--- src/rtl/serial_bus_master_if.sv ---
// serial_bus_master_if: byte-stream and word-bus signals of the serial bus master
interface serial_bus_master_if;
  logic [7:0] rx_data;
  logic rx_valid;
  logic [7:0] tx_data;
  logic tx_start;
  logic tx_active;
  logic [23:0] addr;
  logic [15:0] data_write;
  logic [15:0] data_read;
  logic uds;
  logic lds;
  logic rw;
  logic ack;
  logic busy;
  modport master (
    input rx_data, rx_valid, tx_active, data_read, ack,
    output tx_data, tx_start, addr, data_write, uds, lds, rw, busy
  );
  modport slave (
    output rx_data, rx_valid, tx_active, data_read, ack,
    input tx_data, tx_start, addr, data_write, uds, lds, rw, busy
  );
endinterface

--- src/rtl/serial_bus_master.sv ---
// serial_bus_master: decodes 'R'/'W' byte frames into one 16-bit bus cycle and replies over the byte link
module serial_bus_master #(
  parameter int unsigned TIMEOUT = 255
) (
  input logic clk,
  input logic reset,
  serial_bus_master_if.master bus
);
  typedef enum logic [3:0] {IDLE, ADR2, ADR1, ADR0, DATH, DATL, BUS, RSP1, RSP2} state_t;
  localparam logic [7:0] TMO = 8'(TIMEOUT);
  state_t state, state_nx;
  logic is_read, err, tx_start, send, cmd_ok, done;
  logic [7:0] timer, tx_data;
  logic [23:0] addr;
  logic [15:0] data_write, rd_q;
  assign cmd_ok = bus.rx_data == 8'h52 || bus.rx_data == 8'h57;
  assign send = (state == RSP1 || state == RSP2) && !bus.tx_active && !tx_start;
  assign done = bus.ack || timer == TMO;
  // state register; reset abandons any frame, bus cycle or pending response
  always_ff @(posedge clk) state <= reset ? IDLE : state_nx;
  // frame walk, bus-cycle end (ack wins over timeout) and response byte sequencing
  always_comb begin
    state_nx = state;
    case (state)
      IDLE: state_nx = bus.rx_valid && cmd_ok ? ADR2 : IDLE;
      ADR2: state_nx = bus.rx_valid ? ADR1 : ADR2;
      ADR1: state_nx = bus.rx_valid ? ADR0 : ADR1;
      ADR0: state_nx = bus.rx_valid ? (is_read ? BUS : DATH) : ADR0;
      DATH: state_nx = bus.rx_valid ? DATL : DATH;
      DATL: state_nx = bus.rx_valid ? BUS : DATL;
      BUS:  state_nx = done ? RSP1 : BUS;
      RSP1: state_nx = send ? (err || !is_read ? IDLE : RSP2) : RSP1;
      RSP2: state_nx = send ? IDLE : RSP2;
      default: state_nx = IDLE;
    endcase
  end
  // frame fields, ack wait timer, read-data latch and transmit byte register
  always_ff @(posedge clk) begin
    if (reset) begin
      is_read <= 1'b0;
      err <= 1'b0;
      addr <= '0;
      data_write <= '0;
      timer <= '0;
      rd_q <= '0;
      tx_start <= 1'b0;
      tx_data <= '0;
    end else begin
      if (bus.rx_valid) begin
        if (state == IDLE && cmd_ok) is_read <= bus.rx_data == 8'h52;
        if (state == ADR2) addr[23:16] <= bus.rx_data;
        if (state == ADR1) addr[15:8] <= bus.rx_data;
        if (state == ADR0) addr[7:0] <= {bus.rx_data[7:1], 1'b0};
        if (state == DATH) data_write[15:8] <= bus.rx_data;
        if (state == DATL) data_write[7:0] <= bus.rx_data;
      end
      timer <= state == BUS && !bus.ack ? timer + 8'd1 : 8'd0;
      if (state == BUS) err <= !bus.ack;
      if (state == BUS && bus.ack) rd_q <= bus.data_read;
      tx_start <= send;
      if (send) tx_data <= state == RSP2 ? rd_q[7:0] : err ? 8'h45 : is_read ? rd_q[15:8] : 8'h4B;
    end
  end
  assign bus.addr = addr;
  assign bus.data_write = data_write;
  assign bus.uds = state == BUS;
  assign bus.lds = state == BUS;
  assign bus.rw = state == BUS && is_read;
  assign bus.busy = state != IDLE;
  assign bus.tx_start = tx_start;
  assign bus.tx_data = tx_data;
endmodule

--- src/flat_wrapper.sv ---
// flat-port wrapper written by rule: the top's interface ports become plain ports
module serial_bus_master_flat 
#(
  parameter int unsigned TIMEOUT = 255
)
  (clk, reset, bus_rx_data, bus_rx_valid, bus_tx_active, bus_data_read, bus_ack, bus_tx_data, bus_tx_start, bus_addr, bus_data_write, bus_uds, bus_lds, bus_rw, bus_busy);
  serial_bus_master_if bus_i ();
  input logic clk;
  input logic reset;
  input wire logic [$bits(bus_i.rx_data)-1:0] bus_rx_data;
  input wire logic [$bits(bus_i.rx_valid)-1:0] bus_rx_valid;
  input wire logic [$bits(bus_i.tx_active)-1:0] bus_tx_active;
  input wire logic [$bits(bus_i.data_read)-1:0] bus_data_read;
  input wire logic [$bits(bus_i.ack)-1:0] bus_ack;
  output wire logic [$bits(bus_i.tx_data)-1:0] bus_tx_data;
  output wire logic [$bits(bus_i.tx_start)-1:0] bus_tx_start;
  output wire logic [$bits(bus_i.addr)-1:0] bus_addr;
  output wire logic [$bits(bus_i.data_write)-1:0] bus_data_write;
  output wire logic [$bits(bus_i.uds)-1:0] bus_uds;
  output wire logic [$bits(bus_i.lds)-1:0] bus_lds;
  output wire logic [$bits(bus_i.rw)-1:0] bus_rw;
  output wire logic [$bits(bus_i.busy)-1:0] bus_busy;
  assign bus_i.rx_data = bus_rx_data;
  assign bus_i.rx_valid = bus_rx_valid;
  assign bus_i.tx_active = bus_tx_active;
  assign bus_i.data_read = bus_data_read;
  assign bus_i.ack = bus_ack;
  assign bus_tx_data = bus_i.tx_data;
  assign bus_tx_start = bus_i.tx_start;
  assign bus_addr = bus_i.addr;
  assign bus_data_write = bus_i.data_write;
  assign bus_uds = bus_i.uds;
  assign bus_lds = bus_i.lds;
  assign bus_rw = bus_i.rw;
  assign bus_busy = bus_i.busy;
  serial_bus_master #(.TIMEOUT(TIMEOUT)) u_core (.clk(clk), .reset(reset), .bus(bus_i));
endmodule
--- config.mk ---
export PLATFORM = sky130hd
export DESIGN_NAME = serial_bus_master_flat
export DESIGN_NICKNAME = d
export VERILOG_FILES = /design/src/rtl/serial_bus_master_if.sv /design/src/rtl/serial_bus_master.sv /design/src/flat_wrapper.sv
export SDC_FILE = /design/constraint.sdc
export NUM_CORES = 1
export LEC_CHECK = 0
export CAP_MARGIN = 5
export CORE_MARGIN = 2
export CORE_UTILIZATION = 30
export CTS_CLUSTER_SIZE = 8
export DETAILED_ROUTE_END_ITERATION = 6
export GPL_TIMING_DRIVEN = 0
export PLACE_DENSITY = 0.63
export SYNTH_ARGS = -nofsm -noshare
export SYNTH_HDL_FRONTEND = slang
export SYNTH_SLANG_ARGS = --single-unit
--- constraint.sdc ---
create_clock -name clk -period 3.3 [get_ports clk]
set_clock_uncertainty 0.05 [all_clocks]
set_input_delay 0.33 -clock clk [delete_from_list [all_inputs] [get_ports clk]]
set_output_delay 0.33 -clock clk [all_outputs]
set_load 0.01 [all_outputs]
* Word-level counts from Yosys, hierarchy flattened *
Cells that the tools add are included.

cells by class
  order comparisons = 0
  bitwise logic cells = 1
  add/subtract/negate cells = 1
  div/mod/pow operators = 0
  mux-type cells = 15
  shift operators = 0
  reductions and logical operators = 24
  equality and inequality tests = 11
  multipliers = 0

operators by type and width
  kind                   number
  $pmux W4 S9            1
  $mux W8                3
  $eq A4 B3 Y1 const B   4
  $eq A8 B7 Y1 const B   2
  $mux W4                4
  $reduce_and A2 Y1      6
  $add A8 B1 Y8 const B  1
  $eq A4 B2 Y1 const B   2
  $eq A8 B8 Y1 const B   1
  $logic_and A1 B1 Y1    7
  $mux W2                3
  $eq A4 B1 Y1 const B   1
  $eq A4 B4 Y1 const B   1
  $logic_not A1 Y1       4
  $logic_not A4 Y1       1
  $logic_or A1 B1 Y1     4
  $mux W1                4
  $reduce_bool A4 Y1     1
  $reduce_or A2 Y1       1
  $not A1 Y1             1

word-level totals
  output and inout port bits = 53
  bits in read-only memories = 0
  latch bits = 0
  input bits = 29
  logic and storage cells = 64
  RAM bits = 0
  register bits after elaboration = 78
  memories = 0

* Longest topological paths before layout *
  word-level depth = 6
  depth in mapped cells = 7

* Worst setup path after synthesis *
No wires, ideal clock.

  kind = reg2out
  from = reg u_core.state[3]
  to = out bus_rw
  path buffers = 3
  path slack = 1.636 ns
  data arrival time = 1.284 ns
  stages on the path, launching flop included = 6
  data required time = 2.920 ns
  cell sequence = dfxtp_1 -> buf_4 -> nor4bb_1 -> clkbuf_1 -> buf_2 -> and2_1

on the way
  longest elaborated chain between the ends = 2

RTL lines
  element                 line                     source
  from (decl)             serial_bus_master.sv:11  state_t state, state_nx;
  from (signal assigned)  serial_bus_master.sv:20  always_ff @(posedge clk) state <= reset ? IDLE : state_nx;
  $eq A4 B3 Y1            -
  via bus_lds             flat_wrapper.sv:20       output wire logic [$bits(bus_i.lds)-1:0] bus_lds;
  $logic_and A1 B1 Y1     serial_bus_master.sv:68  assign bus.rw = state == BUS && is_read;
  to (decl)               flat_wrapper.sv:21       output wire logic [$bits(bus_i.rw)-1:0] bus_rw;

The timed path passes the listed nets, and every way through them passes these cells.

* Worst setup path after layout *
  from = reg u_core.state[3]
  to = out bus_rw

on the way
  longest elaborated chain between the ends = 2

RTL lines
  element              line
  $eq A4 B3 Y1         serial_bus_master.sv:68
  $logic_and A1 B1 Y1  serial_bus_master.sv:68

No other way between the ends.

==> flow_metrics.py <==
metrics = {
    "run_status": {
        "status": "finished clean",
    },
    "clock_network": {
        "post_cts_buffers": 0,
        "insertion_delay_ns": 0.34,
        "h-tree-depth": 3,
        "cts_resized": 0,
        "cts.sinks": 78,
        "ctsHoldBuffers": 0,
        "clk_path_buf_depth": 2,
        "numCtsBuffers": 9,
        "path_clk_slew_ns": 0.08,
        "cts_tree": "built",
        "root_buffer": "clkbuf_8",
    },
    "worst_setup_path": {
        "end_kind": "output pin",
        "crit_type": "flop to output pin",
        "required_ns": 2.92,
        "worstPathArrival_ns": 2.32,
        "worst-path-max-fanout": 11,
        "cp-startpoint": "u_core.state[3]",
        "r2r_start": "u_core.state[3]",
        "cp-start-kind": "flop",
    },
    "logic_synthesis": {
        "synth_edf_count": 0,
        "avgSynthCellArea_um2": 8.769,
        "ys.warnings.count": 0,
        "yosysMostFrequentCell": "dfxtp_1",
        "synthTopCellsByArea": "dfxtp_1 (49%), mux2i_1 (10%), a21oi_1 (6.1%)",
        "synth_top_cells_by_count": "dfxtp_1 (78), nor2_1 (50), nand2_1 (41), a21oi_1 (39), nand3_1 (33)",
        "synth_nets": 392,
        "ys_types": 42,
        "synth_top_area_share": 0.4919,
        "synth-seq-cells": 78,
        "synth-async-reset-ratio": 0,
        "synth_cells": 362,
        "synth_largest_area_cell": "dfxtp_1",
        "yosysSeqAreaShare": 0.4919,
        "syn-cell-area_um2": 3174,
        "ys.flop_type": "dfxtp_1",
    },
    "sta": {
        "tightest_slew_ns": 0.9133,
        "rsz0062_at_grt": "no",
        "tns_ns": 0,
        "timing.final.crit_share": 0.8181,
        "hold_viol": 0,
        "finalWorstSetupSlack_ns": 0.6002,
        "timing.fmax_mhz": 370.4,
        "maxSlewHeadroom": 0.3847,
        "period_needed_ns": 2.700,
        "finalSetupViolCount": 0,
        "drv_slew": 0,
    },
    "floorplan": {
        "core_um2": 10280,
        "die_x_um": 106.9,
        "io-pin-count": 82,
        "dieArea_um2": 11420,
        "row_count": 37,
        "initial_core_util": 0.3089,
        "fp.dieH_um": 106.9,
    },
    "power": {
        "p_per_area_nw_per_um2": 422.9,
        "power_switching_uw": 469.2,
        "cellInternalPower_mw": 1.362,
        "seqPwrFrac": 0.527,
        "clockPowerShare": 0.371,
        "combPwrFrac": 0.102,
        "power_leakage_nw": 1.520,
        "peakVddDrop_mv": 0.1475,
        "switching_share": 0.2563,
    },
    "global_route": {
        "grt_pass1_wl_um": 13320,
        "grt_pass1_vias": 2642,
        "gr-total-overflow": 0,
        "antenna_found_initial": 0,
        "grt_use_total": 0.1488,
        "grt_max_degree": 15,
    },
    "final_layout": {
        "finalNonFillerCells": 593,
        "finalNetCount": 482,
        "area_growth_pct": 36.38,
        "antenna_cells": 0,
        "drive_gt1_frac": 0.07877,
    },
    "detailed_routing": {
        "wl_per_cell_um": 14.29,
        "dr.pass1.iters": 4,
        "avgViaCountPerCell": 4.739,
        "drc": 0,
        "wirelength_um": 8475,
        "ant_nets": 0,
        "via_count": 2810,
        "first_iter_violations": 92,
    },
    "flow_run": {
        "maxCapViolCount": 0,
    },
    "worst_hold_path": {
        "hold_class": "primary input to flop",
        "hp-start": "reset",
    },
    "placed_design": {
        "hpwl_um": 6160,
        "finalWeightedCongestion": 0.8161,
        "post-place-ws_ns": 0.9566,
        "placed_cells_incl_taps": 577,
        "io_buffers": 79,
    },
}
==> cells in the final DEF, fill, tap and decap left out, drive strengths merged, types with 3 or more instances in the layout <==
| master | n |
|---|---|
| clkdlybuf4s50 | 79 |
| mux2i | 32 |
| a21oi | 39 |
| dfxtp | 78 |
| o211ai | 5 |
| o21ai | 10 |
| clkbuf | 23 |
| a311oi | 3 |
| clkinv | 3 |
| inv | 4 |
| nand2 | 41 |
| buf | 15 |
| and3 | 3 |
| nand3 | 33 |
| nor2b | 7 |
| nor2 | 50 |
==> power by group through the flow <==
stage	clock [mW]	combinational (mW)	sequential [mW]
after floorplan	0	0.0859	0.989
after global placement	0	0.184	0.986
after detailed placement	0	0.186	0.986
after CTS	0.699	0.187	0.965
after global routing	0.736	0.200	0.966
final	0.679	0.187	0.964
==> area by class of cell <==
class,instances,area (um2)
timing repair buffer,79,790.8
fill,1055,5948
buffer,27,145.1
clock buffer,11,151.4
tap,136,170.2
inverter,3,11.26
multi-input combinational,254,1456
clock inverter,5,42.54
sequential,78,1562
==> routing by layer <==
| metal | routed length (um) | up-vias | global-route usage |
|---|---|---|---|
| li1 | - | 1428 | - |
| met1 | 3838 | 1332 | 0.1878 |
| met5 | 0 | - | 0 |
| met4 | 118 | 0 | 0.05195 |
| met3 | 302 | 7 | 0.03161 |
| met2 | 4216 | 43 | 0.2511 |
==> worst max-delay path, cell delays in order (launching register included) <==
cell and delay (ns):
dfxtp_1 0.30, buf_4 0.16, nor4bb_1 0.27, clkbuf_1 0.30
buf_2 0.28, and2_1 0.15, clkdlybuf4s50_1 0.53
==> metrics by stage <==
| step | hold WS [ns] | area, um2 | total power [mW] | utilization |
|---|---|---|---|---|
| floorplan | 0.3675 | 3174 | 1.075 | - |
| global placement | 0.3839 | 4135 | 1.170 | 0.4024 |
| detailed placement | 0.3861 | 4135 | 1.172 | 0.4024 |
| CTS | 0.3927 | 4329 | 1.850 | 0.4212 |
| global route | 0.4228 | 4329 | 1.902 | 0.4212 |
| finish | 0.3948 | 4329 | 1.831 | 0.4212 |
==> registers in the layout, indices dropped and copies added (netlist names) <==
signal	cells
u_core.rd_q	16
u_core.bus.addr	23
u_core.timer	8
u_core.bus.tx_data	8
u_core.bus.data_write	16
u_core.is_read	1
u_core.err	1
u_core.bus.tx_start	1
u_core.state	4
==> cells by family (layout without fill, tap and decap cells) <==
kind of cell               after synthesis  in the layout  synth area share
adders and majority gates                1              1          0.003941
DFF                                     78             78            0.4919
and+or+nand+nor                        150            150            0.2219
AOI/OAI and AO/OA                       66             66            0.1198
muxes                                   32             32            0.1009
other                                    1              1          0.001181
xor gates and xnor gates                 4              4           0.01104
buffers and inverters                   30            125           0.04927
==> path summary, 6_finish.rpt <==
path	slack (ns)	cells after the start	endpoint
min reg2reg	0.41	2	u_core.bus.addr[16]
max	0.60	6	bus_rw
max reg2reg	1.35	7	u_core.rd_q[14]
min	0.39	3	u_core.timer[1]
Note: power is estimated with default switching activity, not from simulation.
==> RTL change 1, RTL diff (same flow settings) <==
Encoding of `state_t`: now one-hot (9 bits for 9 states).
--- a/src/rtl/serial_bus_master.sv
+++ b/src/rtl/serial_bus_master.sv
@@ -6,7 +6,7 @@
   input logic reset,
   serial_bus_master_if.master bus
 );
-  typedef enum logic [3:0] {IDLE, ADR2, ADR1, ADR0, DATH, DATL, BUS, RSP1, RSP2} state_t;
+  typedef enum logic [8:0] {IDLE = 9'b000000001, ADR2 = 9'b000000010, ADR1 = 9'b000000100, ADR0 = 9'b000001000, DATH = 9'b000010000, DATL = 9'b000100000, BUS = 9'b001000000, RSP1 = 9'b010000000, RSP2 = 9'b100000000} state_t;
   localparam logic [7:0] TMO = 8'(TIMEOUT);
   state_t state, state_nx;
   logic is_read, err, tx_start, send, cmd_ok, done;
Function: same outputs for any inputs over 10 cycles, from zero or initial values and one cycle with reset high; not proved beyond that.
==> RTL change 1 against the original RTL <==
Routed wire length rose by 6.8%. Hold slack improved by 9.4 ps. Setup slack got worse by 210 ps. Critical endpoint is now bus_uds. Final cell count rose by 1.3%. Highest routed layer unchanged. Synthesized area rose by 11%. Sequential cell count rose by 5. Maximum frequency fell by 7.1%. Design area rose by 10%. Count of clock-buffer cells in the layout fell by 2.
Power is not compared: it rests on default switching activity, and its combinational part moved more than twofold at a synthesized area within 25%.
==> RTL change 1: results (changes against the original RTL) <==
syn nets=393 (+0.26%); Compound-Gate Fraction of Synth Area=0.0713 (-0.0485); Port Buffers=80 (+1.3%); Final nets=484 (+0.41%); vias in the first global route=2,916 (+10%); synth warn=0 (unchanged); adder-cell share of the synthesized area=0.00355 (-0.000394); Slew headroom=0.575 (+0.191); post-synthesis xor/xnor area fraction=0.0273 (+0.0163); leakage power=around 1.9 nW; DR iter-0 viols=105 (+14%); ANT cells=0 (unchanged); status=complete, no violations; crit path DAT=2530 ps (+210 ps); top cells by instance count after synthesis=dfxtp_1 (83), nor2_1 (77), mux2i_1 (56); clock-pin slew on the worst setup and hold paths=60 ps (-20 ps); Seq/Total Area, Yosys=0.471 (-0.0208); drt first pass iters=4 (unchanged); Unique masters post-synth=54 (+29%); hold crit path type=register to register; Crit-path slowest cell=clkdlybuf4s50_1; maximum number of pins on one net before global-route repair=16 (+1); initial antenna violation count=0 (unchanged); gr usage total=0.148 (-0.00103); Post-DP HPWL=6530 um (+6.0%); Fillers=1,142 (+8.2%); first-pass GRT wire length=14,900 um (+11%); post-synthesis mux area share=0.159 (+0.0580); Placement Cell Area=0.00451 sq mm (+9.0%); Vias/cell=4.80 (+1.3%); Root Buffer=clkbuf_16; routed len/inst=15.1 um (+5.4%); Critical Path Fanout Max=10 (-1); gpl congestion=0.803 (-1.6%); layout cell share with drive strength beyond 1=0.0873 (+0.00856); Synth area leaders=dfxtp_1 (47%), mux2i_1 (16%), nor2_1 (8.2%), xor2_1 (2.2%), a21oi_1 (1.7%)
[RTL change 1: cell types whose count changed after synthesis, sizes merged, moves of 7 or more]
cell,change
xor2,+7
a21oi,-27
mux2i,+24
nand2,-26
nand3,-27
nor2,+27
[RTL change 1: layout make-up]
class,count,area [sq um],share of cell area
multi-input cells,255,1720,0.360
clock buffers,9,225,0.0471
flip-flops and latches,83,1660,0.347
well taps,143,179,0.0374
plain buffers,21,129,0.0269
repair buffers,80,801,0.167
inverters,4,15.0,0.00314
clock inverters,6,50.0,0.0105
[RTL change 1: path summary, 6_finish.rpt]
path | from | end | slack [ps] | depth (start not counted)
worst max-delay path | u_core.state[8]$_SDFF_PP0_ | bus_uds | 390 | 6
worst min register to register | u_core.timer[0]$_SDFF_PP0_ | u_core.timer[0]$_SDFF_PP0_ | 400 | 1
worst min-delay path | u_core.timer[0]$_SDFF_PP0_ | u_core.timer[0]$_SDFF_PP0_ | 400 | 1
worst max register to register | u_core.state[8]$_SDFF_PP0_ | u_core.bus.addr[8]$_SDFFE_PP0P_ | 1230 | 5
[RTL change 1: where the power goes]
part           total [W]  switching [W]  internal, W
Sequential       0.00100    0.000000290      0.00100
Clock           0.000937       0.000424     0.000513
Combinational  0.0000776      0.0000397    0.0000379
[RTL change 1: stage by stage]
step	setup WS (ps)	util	hold slack, ps	cells	total power (W)
after floorplan	1510	-	363	363	0.00105
after global placement	739	0.393	374	586	0.00110
after detailed placement	717	0.393	393	586	0.00110
after CTS	348	0.417	402	601	0.00205
after global routing	143	0.417	430	601	0.00209
final	394	0.417	404	601	0.00202
[RTL change 1: per-layer routing]
layer	part of all wire	vias up	wire, um	global-route usage
met5	0	-	0	0
met4	0.016	0	142	0.0407
met3	0.066	10	595	0.0578
met2	0.48	71	4360	0.245
met1	0.44	1366	3960	0.180
li1	-	1439	-	-
==> RTL change 2, RTL diff (config.mk and constraints unchanged) <==
Made on the original files. `TIMEOUT` is set to 255 in 2 places; all go to 127.
--- a/src/rtl/serial_bus_master.sv
+++ b/src/rtl/serial_bus_master.sv
@@ -1,6 +1,6 @@
 // serial_bus_master: decodes 'R'/'W' byte frames into one 16-bit bus cycle and replies over the byte link
 module serial_bus_master #(
-  parameter int unsigned TIMEOUT = 255
+  parameter int unsigned TIMEOUT = 127
 ) (
   input logic clk,
   input logic reset,
--- a/src/flat_wrapper.sv
+++ b/src/flat_wrapper.sv
@@ -1,7 +1,7 @@
 // flat-port wrapper written by rule: the top's interface ports become plain ports
 module serial_bus_master_flat 
 #(
-  parameter int unsigned TIMEOUT = 255
+  parameter int unsigned TIMEOUT = 127
 )
   (clk, reset, bus_rx_data, bus_rx_valid, bus_tx_active, bus_data_read, bus_ack, bus_tx_data, bus_tx_start, bus_addr, bus_data_write, bus_uds, bus_lds, bus_rw, bus_busy);
   serial_bus_master_if bus_i ();
Formal check against the unedited RTL: no difference found for any inputs over 10 cycles, from zero or initial values and one cycle with reset high; that may be too few to reach the edited logic, so the function may still have changed.
==> RTL change 2 against the original RTL <==
Synthesized area grew 0.51%. Synthesized cell count fell by 2.8%. Hold slack gained 6.8 ps. Setup slack lost 13 ps. Combinational power down 6%. Routed wire length down 1.5%. Design area increased by 0.61%. Sequential power about the same. Via count is 1.7% lower. Highest routed layer unchanged. Global-route usage decreased by 0.15 points. Sequential cell count stayed put. Critical path type unchanged. Utilization increased by 0.066 points. Final cell count is 1.7% lower. Power grew 2.5%.
==> RTL change 2: results (changes against the original RTL) <==
status=complete, no violations; delay-heaviest family, CP=buffers and inverters; Unique masters post-synth=44 (+4.8%); initial antenna violation count=0 (unchanged); Synth Instances=352 (-2.8%); leakage power=1.66 nW (+8.9%); Sw Share=0.256 (-0.000511); vias in the first global route=2,640 (-0.076%); placed cell count=567 (-1.7%); met3 WL=247 um (-18%); syn nets=382 (-2.6%); Setup Buffers After CTS=0 (unchanged); hold path startpoint=u_core.timer[0]$_SDFF_PP0_; CP max stage delay=530 ps (about the same); first-pass GRT wire length=13,200 um (-0.88%); WL met1=4010 um (+4.4%); met2 Usage GRT=0.229 (-0.0219); Final nets=472 (-2.1%); Post-DP HPWL=6080 um (-1.3%); ANT cells=0 (unchanged); hold crit path type=register to register; via count of the routed design=2,761 (-1.7%); RR Endpoint=u_core.bus.tx_data[2]$_SDFFE_PP0P_; power of the sequential group=0.000961 W (about the same); non-filler cells, final=583 (-1.7%); peak supply drop=258 uV (+75%); FFs w/ async S/R, synth=0 (unchanged); min cycle time layout=2710 ps (+12.8 ps); DP Worst Slack=993 ps (+36.0 ps); Bufs on Longest Clock Path=2 (unchanged); met2 wire length=3970 um (-5.8%); gpl congestion=0.813 (-0.36%); Seq/Total Area, Yosys=0.489 (-0.00251); Slew headroom=0.431 (+0.0468); maximum number of pins on one net before global-route repair=16 (+1); Setup crit start=u_core.state[1]$_SDFF_PP0_; Clk power=0.000741 W (+9.1%); setup slack, reg-to-reg=1470 ps (+120 ps); top cells by instance count after synthesis=dfxtp_1 (78), nor2_1 (56), mux2i_1 (40); Worst Hold Slack=402 ps (+6.81 ps); GR Util met3=0.0383 (+0.00669); M1 GR Usage=0.194 (+0.00578); drt first pass iters=5 (+1); share of power burned in registers=0.512 (-0.015); DR iter-0 viols=117 (+27%); final wirelength=8350 um (-1.5%); layout cell share with drive strength beyond 1=0.0850 (+0.00624); Synth area leaders=dfxtp_1 (49%), mux2i_1 (13%), nor2_1 (6.6%), a21oi_1 (4.7%), nand3_1 (3.9%); hold path endpoint=u_core.timer[0]$_SDFF_PP0_; R2R depth=5 (-2); hold depth=1 (-2); Placement Cell Area=0.00415 sq mm (+0.39%); gr usage total=0.147 (-0.00152)
[RTL change 2: cell types whose count changed in the layout (fill, tap and decap cells not counted), sizes merged, moves of 6 or more]
cell	unedited run	this run
a21oi	39	30
mux2i	32	40
nand3	33	26
nor2	50	56
nand2	41	31
[RTL change 2: kinds of logic (layout without fill, tap and decap cells)]
family                     count (synthesis)  count (layout)  share of synthesized area
muxes                                     40              40                      0.125
xor gates and xnor gates                   3               3                    0.00824
AOI/OAI and AO/OA                         58              58                      0.107
adders and majority gates                  1               1                    0.00392
DFF                                       78              78                      0.489
and+or+nand+nor                          142             142                      0.216
buffers and inverters                     29             124                     0.0486
other                                      1               1                    0.00118
[RTL change 2: layout make-up]
class | instances | area [sq um]
clock buffer | 9 | 124
clock inverter | 7 | 80.1
sequential | 78 | 1560
timing repair buffer | 79 | 791
inverter | 2 | 7.51
fill | 1027 | 5970
tap | 136 | 170
buffer | 27 | 148
multi-input combinational | 245 | 1470
